--- src/rtl/screen_writer.sv ---
`timescale 1ns/1ps
// screen_writer
// Upstream producer for the 80x25 character buffer RAM. Accepts a byte stream
// over a valid/ready handshake, maintains the cursor, writes printable
// characters and executes CR, LF, BS and FF. Scrolling rotates first_line for
// the video reader and then erases the new bottom row with FILL_CHAR writes.
//
// Handshake: a byte transfers on any rising clk edge where in_valid and
// in_ready are both 1. in_ready is high only in IDLE. The sender must hold
// in_data/in_valid stable while in_ready is low; nothing is dropped.
//
// Optional feature: define SCREEN_WRITER_TAB_EN to make 0x09 (HT) advance
// the cursor to the next multiple of 8 columns, clamped to COLS-1. Without
// it, 0x09 is consumed with no effect.
//
// dbg_state exposes the FSM state encoding (IDLE=0, CLEAR_LINE=1,
// CLEAR_ALL=2) for checkers.

module screen_writer #(
   parameter int          COLS      = 80,
   parameter int          ROWS      = 25,
   parameter int          ADDR_BITS = 11,
   parameter logic [7:0]  FILL_CHAR = 8'h20
) (
   input  logic                 clk,
   input  logic                 reset_n,
   input  logic [7:0]           in_data,
   input  logic                 in_valid,
   output logic                 in_ready,
   output logic [ADDR_BITS-1:0] waddr,
   output logic [7:0]           wdata,
   output logic                 write_en,
   output logic [6:0]           cursor_col,
   output logic [4:0]           cursor_row,
   output logic [4:0]           first_line,
   output logic                 busy,
   output logic [1:0]           dbg_state
);

   localparam int CELLS = COLS * ROWS;
   localparam int CNT_W = (CELLS > 1) ? $clog2(CELLS) : 1;

   localparam logic [6:0] LAST_COL = 7'(COLS - 1);
   localparam logic [4:0] LAST_ROW = 5'(ROWS - 1);

   typedef enum logic [1:0] {
      IDLE       = 2'd0,
      CLEAR_LINE = 2'd1,
      CLEAR_ALL  = 2'd2
   } state_t;

   state_t               state;
   logic [CNT_W-1:0]     erase_cnt;   // writes still to issue after the current one
   logic [ADDR_BITS-1:0] erase_addr;  // next address to erase

   logic                 accept;
   logic                 is_printable;
   logic [5:0]           row_sum;
   logic [4:0]           phys_row;
   logic [ADDR_BITS-1:0] cell_addr;
   logic [ADDR_BITS-1:0] old_row_addr;
   logic [4:0]           next_first_line;

   assign dbg_state = state;

   // Byte acceptance, logical-to-physical address mapping and scroll target
   always_comb begin
      accept          = in_valid & in_ready;
      is_printable    = (in_data >= 8'h20) && (in_data <= 8'h7E);
      row_sum         = {1'b0, first_line} + {1'b0, cursor_row};
      phys_row        = (row_sum >= 6'(ROWS)) ? 5'(row_sum - 6'(ROWS)) : row_sum[4:0];
      cell_addr       = ADDR_BITS'(phys_row) * ADDR_BITS'(COLS) + ADDR_BITS'(cursor_col);
      old_row_addr    = ADDR_BITS'(first_line) * ADDR_BITS'(COLS);
      next_first_line = (first_line == LAST_ROW) ? 5'd0 : first_line + 5'd1;
   end

`ifdef SCREEN_WRITER_TAB_EN
   logic [7:0] tab_next;
   logic [6:0] tab_col;

   // Next tab stop: round down to a multiple of 8, step one stop, clamp
   always_comb begin
      tab_next = {1'b0, cursor_col & 7'h78} + 8'd8;
      tab_col  = (tab_next > 8'(COLS - 1)) ? LAST_COL : tab_next[6:0];
   end
`endif

   // Control FSM: command decode, cursor/scroll state and registered write port
   always_ff @(posedge clk or negedge reset_n) begin
      if (!reset_n) begin
         state      <= IDLE;
         in_ready   <= 1'b1;
         busy       <= 1'b0;
         write_en   <= 1'b0;
         waddr      <= '0;
         wdata      <= 8'h00;
         cursor_col <= 7'd0;
         cursor_row <= 5'd0;
         first_line <= 5'd0;
         erase_cnt  <= '0;
         erase_addr <= '0;
      end else begin
         write_en <= 1'b0;
         case (state)
            IDLE: begin
               if (accept) begin
                  if (is_printable) begin
                     write_en <= 1'b1;
                     waddr    <= cell_addr;
                     wdata    <= in_data;
                     // No autowrap: the last column is overwritten repeatedly
                     if (cursor_col != LAST_COL)
                        cursor_col <= cursor_col + 7'd1;
                  end else begin
                     case (in_data)
                        8'h0D: cursor_col <= 7'd0;
                        8'h0A: begin
                           if (cursor_row != LAST_ROW) begin
                              cursor_row <= cursor_row + 5'd1;
                           end else begin
                              // Scroll: the old top physical row becomes the
                              // new bottom row and is erased; first write now
                              first_line <= next_first_line;
                              write_en   <= 1'b1;
                              waddr      <= old_row_addr;
                              wdata      <= FILL_CHAR;
                              erase_addr <= old_row_addr + ADDR_BITS'(1);
                              erase_cnt  <= CNT_W'(COLS - 1);
                              state      <= CLEAR_LINE;
                              in_ready   <= 1'b0;
                              busy       <= 1'b1;
                           end
                        end
                        8'h08: begin
                           if (cursor_col != 7'd0)
                              cursor_col <= cursor_col - 7'd1;
                        end
                        8'h0C: begin
                           cursor_col <= 7'd0;
                           cursor_row <= 5'd0;
                           first_line <= 5'd0;
                           write_en   <= 1'b1;
                           waddr      <= '0;
                           wdata      <= FILL_CHAR;
                           erase_addr <= ADDR_BITS'(1);
                           erase_cnt  <= CNT_W'(CELLS - 1);
                           state      <= CLEAR_ALL;
                           in_ready   <= 1'b0;
                           busy       <= 1'b1;
                        end
`ifdef SCREEN_WRITER_TAB_EN
                        8'h09: cursor_col <= tab_col;
`endif
                        default: ;
                     endcase
                  end
               end
            end
            CLEAR_LINE, CLEAR_ALL: begin
               // Both erases share one ascending write sweep; only the
               // start address and length differ
               if (erase_cnt == '0) begin
                  state    <= IDLE;
                  in_ready <= 1'b1;
                  busy     <= 1'b0;
               end else begin
                  write_en   <= 1'b1;
                  waddr      <= erase_addr;
                  wdata      <= FILL_CHAR;
                  erase_addr <= erase_addr + ADDR_BITS'(1);
                  erase_cnt  <= erase_cnt - CNT_W'(1);
               end
            end
            default: begin
               state    <= IDLE;
               in_ready <= 1'b1;
               busy     <= 1'b0;
            end
         endcase
      end
   end

endmodule
--- config.mk ---
export PLATFORM = sky130hd
export DESIGN_NAME = screen_writer
export DESIGN_NICKNAME = d
export VERILOG_FILES = /design/src/rtl/screen_writer.sv
export SDC_FILE = /design/constraint.sdc
export NUM_CORES = 1
export LEC_CHECK = 0
export ABC_AREA = 1
export BUFFER_PORTS_ARGS = -buffer_cell sky130_fd_sc_hd__buf_2
export CAP_MARGIN = 0
export CORE_ASPECT_RATIO = 1.2
export CORE_MARGIN = 2
export CORE_UTILIZATION = 50
export CTS_CLUSTER_DIAMETER = 30
export DETAILED_ROUTE_END_ITERATION = 10
export PLACE_DENSITY = 0.82
export SETUP_SLACK_MARGIN = 0.02
export SLEW_MARGIN = 15
export SYNTH_ARGS = -nofsm -noshare
export SYNTH_HDL_FRONTEND = slang
export SYNTH_SLANG_ARGS = --single-unit
--- constraint.sdc ---
create_clock -name clk -period 5 [get_ports clk]
set_clock_uncertainty 0.15 [all_clocks]
set_input_delay 0.5 -clock clk [delete_from_list [all_inputs] [get_ports clk]]
set_output_delay 0.5 -clock clk [all_outputs]
set_load 0.02 [all_outputs]
==> impl_results.md <==
- Status: completed
- CP max stage cell: fa_1
- Die Ht: 109 um
- Number of buffers created by CTS: 9
- Hold Buf Count CTS: 0
- Die area: 0.0100 mm^2
- Synth warn: 0
- Die width: 91.8 um
- Synth cell count leaders: nand2_1 (186), inv_1 (65), dfrtp_1 (62), nand3_1 (62), nor2_1 (37)
- Final max-slew violation count: 0
- Post-CTS Setup Bufs: 0
- Worst reg2reg path startpoint: first_line[0]
- Leading area contributor after synthesis: dfrtp_1
- Clock Power Share: 0.455
- Relative slew slack: 0.449
- Routability cong.: 0.918
- Syn Inst Count: 621
- Avg WL per Cell: 14.5 um
- FP Rows: 38
- Final setup TNS: 0 ns
- Worst-Skew Late Latency: 0.35 ns
- Top FF cell, synth: dfrtp_1
- # setup viols final: 0
- CP cell instances: ha_1 > inv_1 > fa_1 > ha_1 > nand3b_1 > nand3_1 > nand2_1 > o21ai_0 > ha_1 > ha_1 > fa_1 > xor2_1 > nand3_1 > xor2_1 > nand3_1 > nand3_1 > nand2_1 > nand2_1 > nand2_1
- Worst hold margin: 0.169 ns
- Critical path's largest stage delay: 0.52 ns
- Fin util: 0.569
- Endpoints failing hold: 0
- Layout area overhead: 11.1%
- Max rail drop VDD: 0.0962 mV
- Register bit total from synthesis: 63
- CTS Buffer Depth: 2
- Cell Area, Placed: a little under 0.005 mm^2
- Pwr per Cell Area: 196 mW/mm^2
- Starting DRC count in detailed routing: 337
- Psw: about 240 uW
- Worst Tran Pin Value: just over 0.8 ns
- Remaining DRCs: 0
- Min-Delay Path Class: primary input to asynchronous set/reset pin
- Met2 Use GR: 0.412
- Met1 Use GR: 0.283
- Setup CP Type: register to register
- Core area: 0.00903 mm^2
- Worst setup EP type: register
- Clock sinks: between 60 and 70
- Number of synthesized flops with an enable pin: 0
- Ys async rst share: 1.00
- Syn Nets: around 670
- Initial cell density of the core: 0.512
- Routed WL: 11,500 um
- Sequential element share of the synthesized area: 0.341
- FMAX: ~220 MHz
- Via-per-instance ratio: about 5.6
- Combinational share of power: 0.040
- H-tree levels: 3
- Vias in the first global route: 4,272
- Arr. time, crit path: 4.69 ns
- PortBufs: 51
- Post-synth cell types: 45
- Largest net degree at the start of global routing: 64
- I/O pin cnt: between 50 and 60
- Worst reg2reg path endpoint: waddr[10]
- Final Instance Area: 0.00514 mm^2
- Nature of the critical path startpoint: register
- DR pass1 iterations: 5
- Crit path max fanout: 8
- Vias: 4,435
- Crit share post-route: 0.921
- Number of max-cap violations: 0
- Grt ovf: 0
- Synth top area cells: dfrtp_1 (34%), nand2_1 (15%), ha_1 (8.9%)
- Min Clock Period, post-route: roughly 4.6 ns
- First-pass GRT wire length: ~19,000 um
- Int Pwr: 765 uW
- Post-CTS sizing: 0
- Worst R2R Setup Slack: roughly 0.40 ns
- Seq pwr share: 0.506
- Dpl cells: 779
- CTS tree: built
- Met3 usage in global routing: 0.0487
- Layout cells sized above 1: 0.153
- GRT Total Usage: 0.239
- Worst endpoint required time: 5.09 ns
- DRT antenna net count: 0
- Fillers: 823
- DP HPWL: 8440 um
- Nets: 718
- Mapped Avg Cell Area: 7.45 um^2
- Most numerous cell in the Yosys netlist: nand2_1
- Sw Share: 0.241
- Diodes inserted: 0
- Reg clk slew, reported paths: 0.08 ns
- Synth top area share: 0.335
- Final cell count without fillers: 795
- Most Crowded Layer GR: met2
- Worst reg-to-reg path cell count: 19
- Antenna violations before repair: 0
- CTS Root Cell: clkbuf_8
- Post-Syn Area: 0.00463 mm^2
- Leak: 0.00268 uW
- RSZ-0062 raised after global routing: no
## final cells by class
cell class / count / area (um^2) / area share
clock inverters: 4 / 55.1 / 0.0107
repair buffers: 53 / 270 / 0.0525
clock buffers: 12 / 145 / 0.0282
flip-flops and latches: 63 / 1580 / 0.307
multi-input cells: 473 / 2680 / 0.521
inverters: 70 / 268 / 0.0521
well taps: 120 / 150 / 0.0292
## per-layer routing
| layer | routed length [um] | up-vias |
|---|---|---|
| met4 | 413 | 0 |
| met1 | 4680 | 2083 |
| met2 | 5710 | 172 |
| met3 | 742 | 50 |
| met5 | 0 | - |
| li1 | - | 2130 |
## worst max-delay path by stage
stage / start / endpoint / slack (ns) / cells past startpoint
final: first_line[0] / waddr[10] / 0.40 / 19
after CTS: first_line[0] / waddr[10] / 0.42 / 19
after detailed placement: first_line[0] / waddr[10] / 0.49 / 19
after global routing: first_line[0] / waddr[10] / 0.07 / 20
after global placement: first_line[0] / waddr[10] / 0.74 / 19
after floorplan: first_line[0] / waddr[10] / 0.83 / 19
## logic make-up (layout without fill, tap and decap cells)
family	after synthesis	count (layout)	synth area share
AOI/OAI and AO/OA	94	94	0.127
xor gates and xnor gates	27	27	0.0511
buffers and inverters	85	139	0.0806
DFF	63	63	0.341
adders and majority gates	37	37	0.107
and+or+nand+nor	315	315	0.294
## power groups by stage
stage | registers [uW] | logic, uW | clock network (uW)
3_3_place_gp | 519 | 39.0 | 0
6_report | 509 | 40.0 | 458
2_1_floorplan | 519 | 17.5 | 0
4_1_cts | 509 | 40.1 | 466
5_1_grt | 509 | 45.1 | 488
3_5_place_dp | 519 | 39.9 | 0
## cells in the final DEF, fill, tap and decap left out, types with 11 or more instances in the layout
master and count:
xnor2_1 11, a21oi_1 16, inv_1 65, nor2_1 37, buf_2 51, o21ai_0 35
o21ai_2 18, xor2_1 16, nand3_1 62, ha_1 33, dfrtp_1 62, nand2_1 186
## flip-flops by register name, indices dropped and copies added, names as in the netlist
| signal | flops |
|---|---|
| in_ready | 1 |
| wdata | 8 |
| waddr | 11 |
| busy | 1 |
| cursor_row | 5 |
| erase_cnt | 11 |
| write_en | 1 |
| erase_addr | 11 |
| cursor_col | 7 |
| first_line | 5 |
| dbg_state | 2 |
## stage by stage
step,total power (uW),setup slack [ns]
after CTS,1020,0.418
after global routing,1040,0.0696
after detailed placement,559,0.494
after global placement,558,0.743
final,1010,0.397
after floorplan,537,0.834
## worst max-delay path, delay by kind of cell (launching register included)
family	cells	cell delay [ns]
AO/OA/AOI/OAI	1	0.46
XOR/XNOR	2	0.45
adder cells (fa/ha/maj)	6	1.99
buffers and inverters	1	0.06
flip-flops	1	0.49
AND/OR/NAND/NOR	9	0.87
No activity file was read; power rests on OpenSTA's default activity.
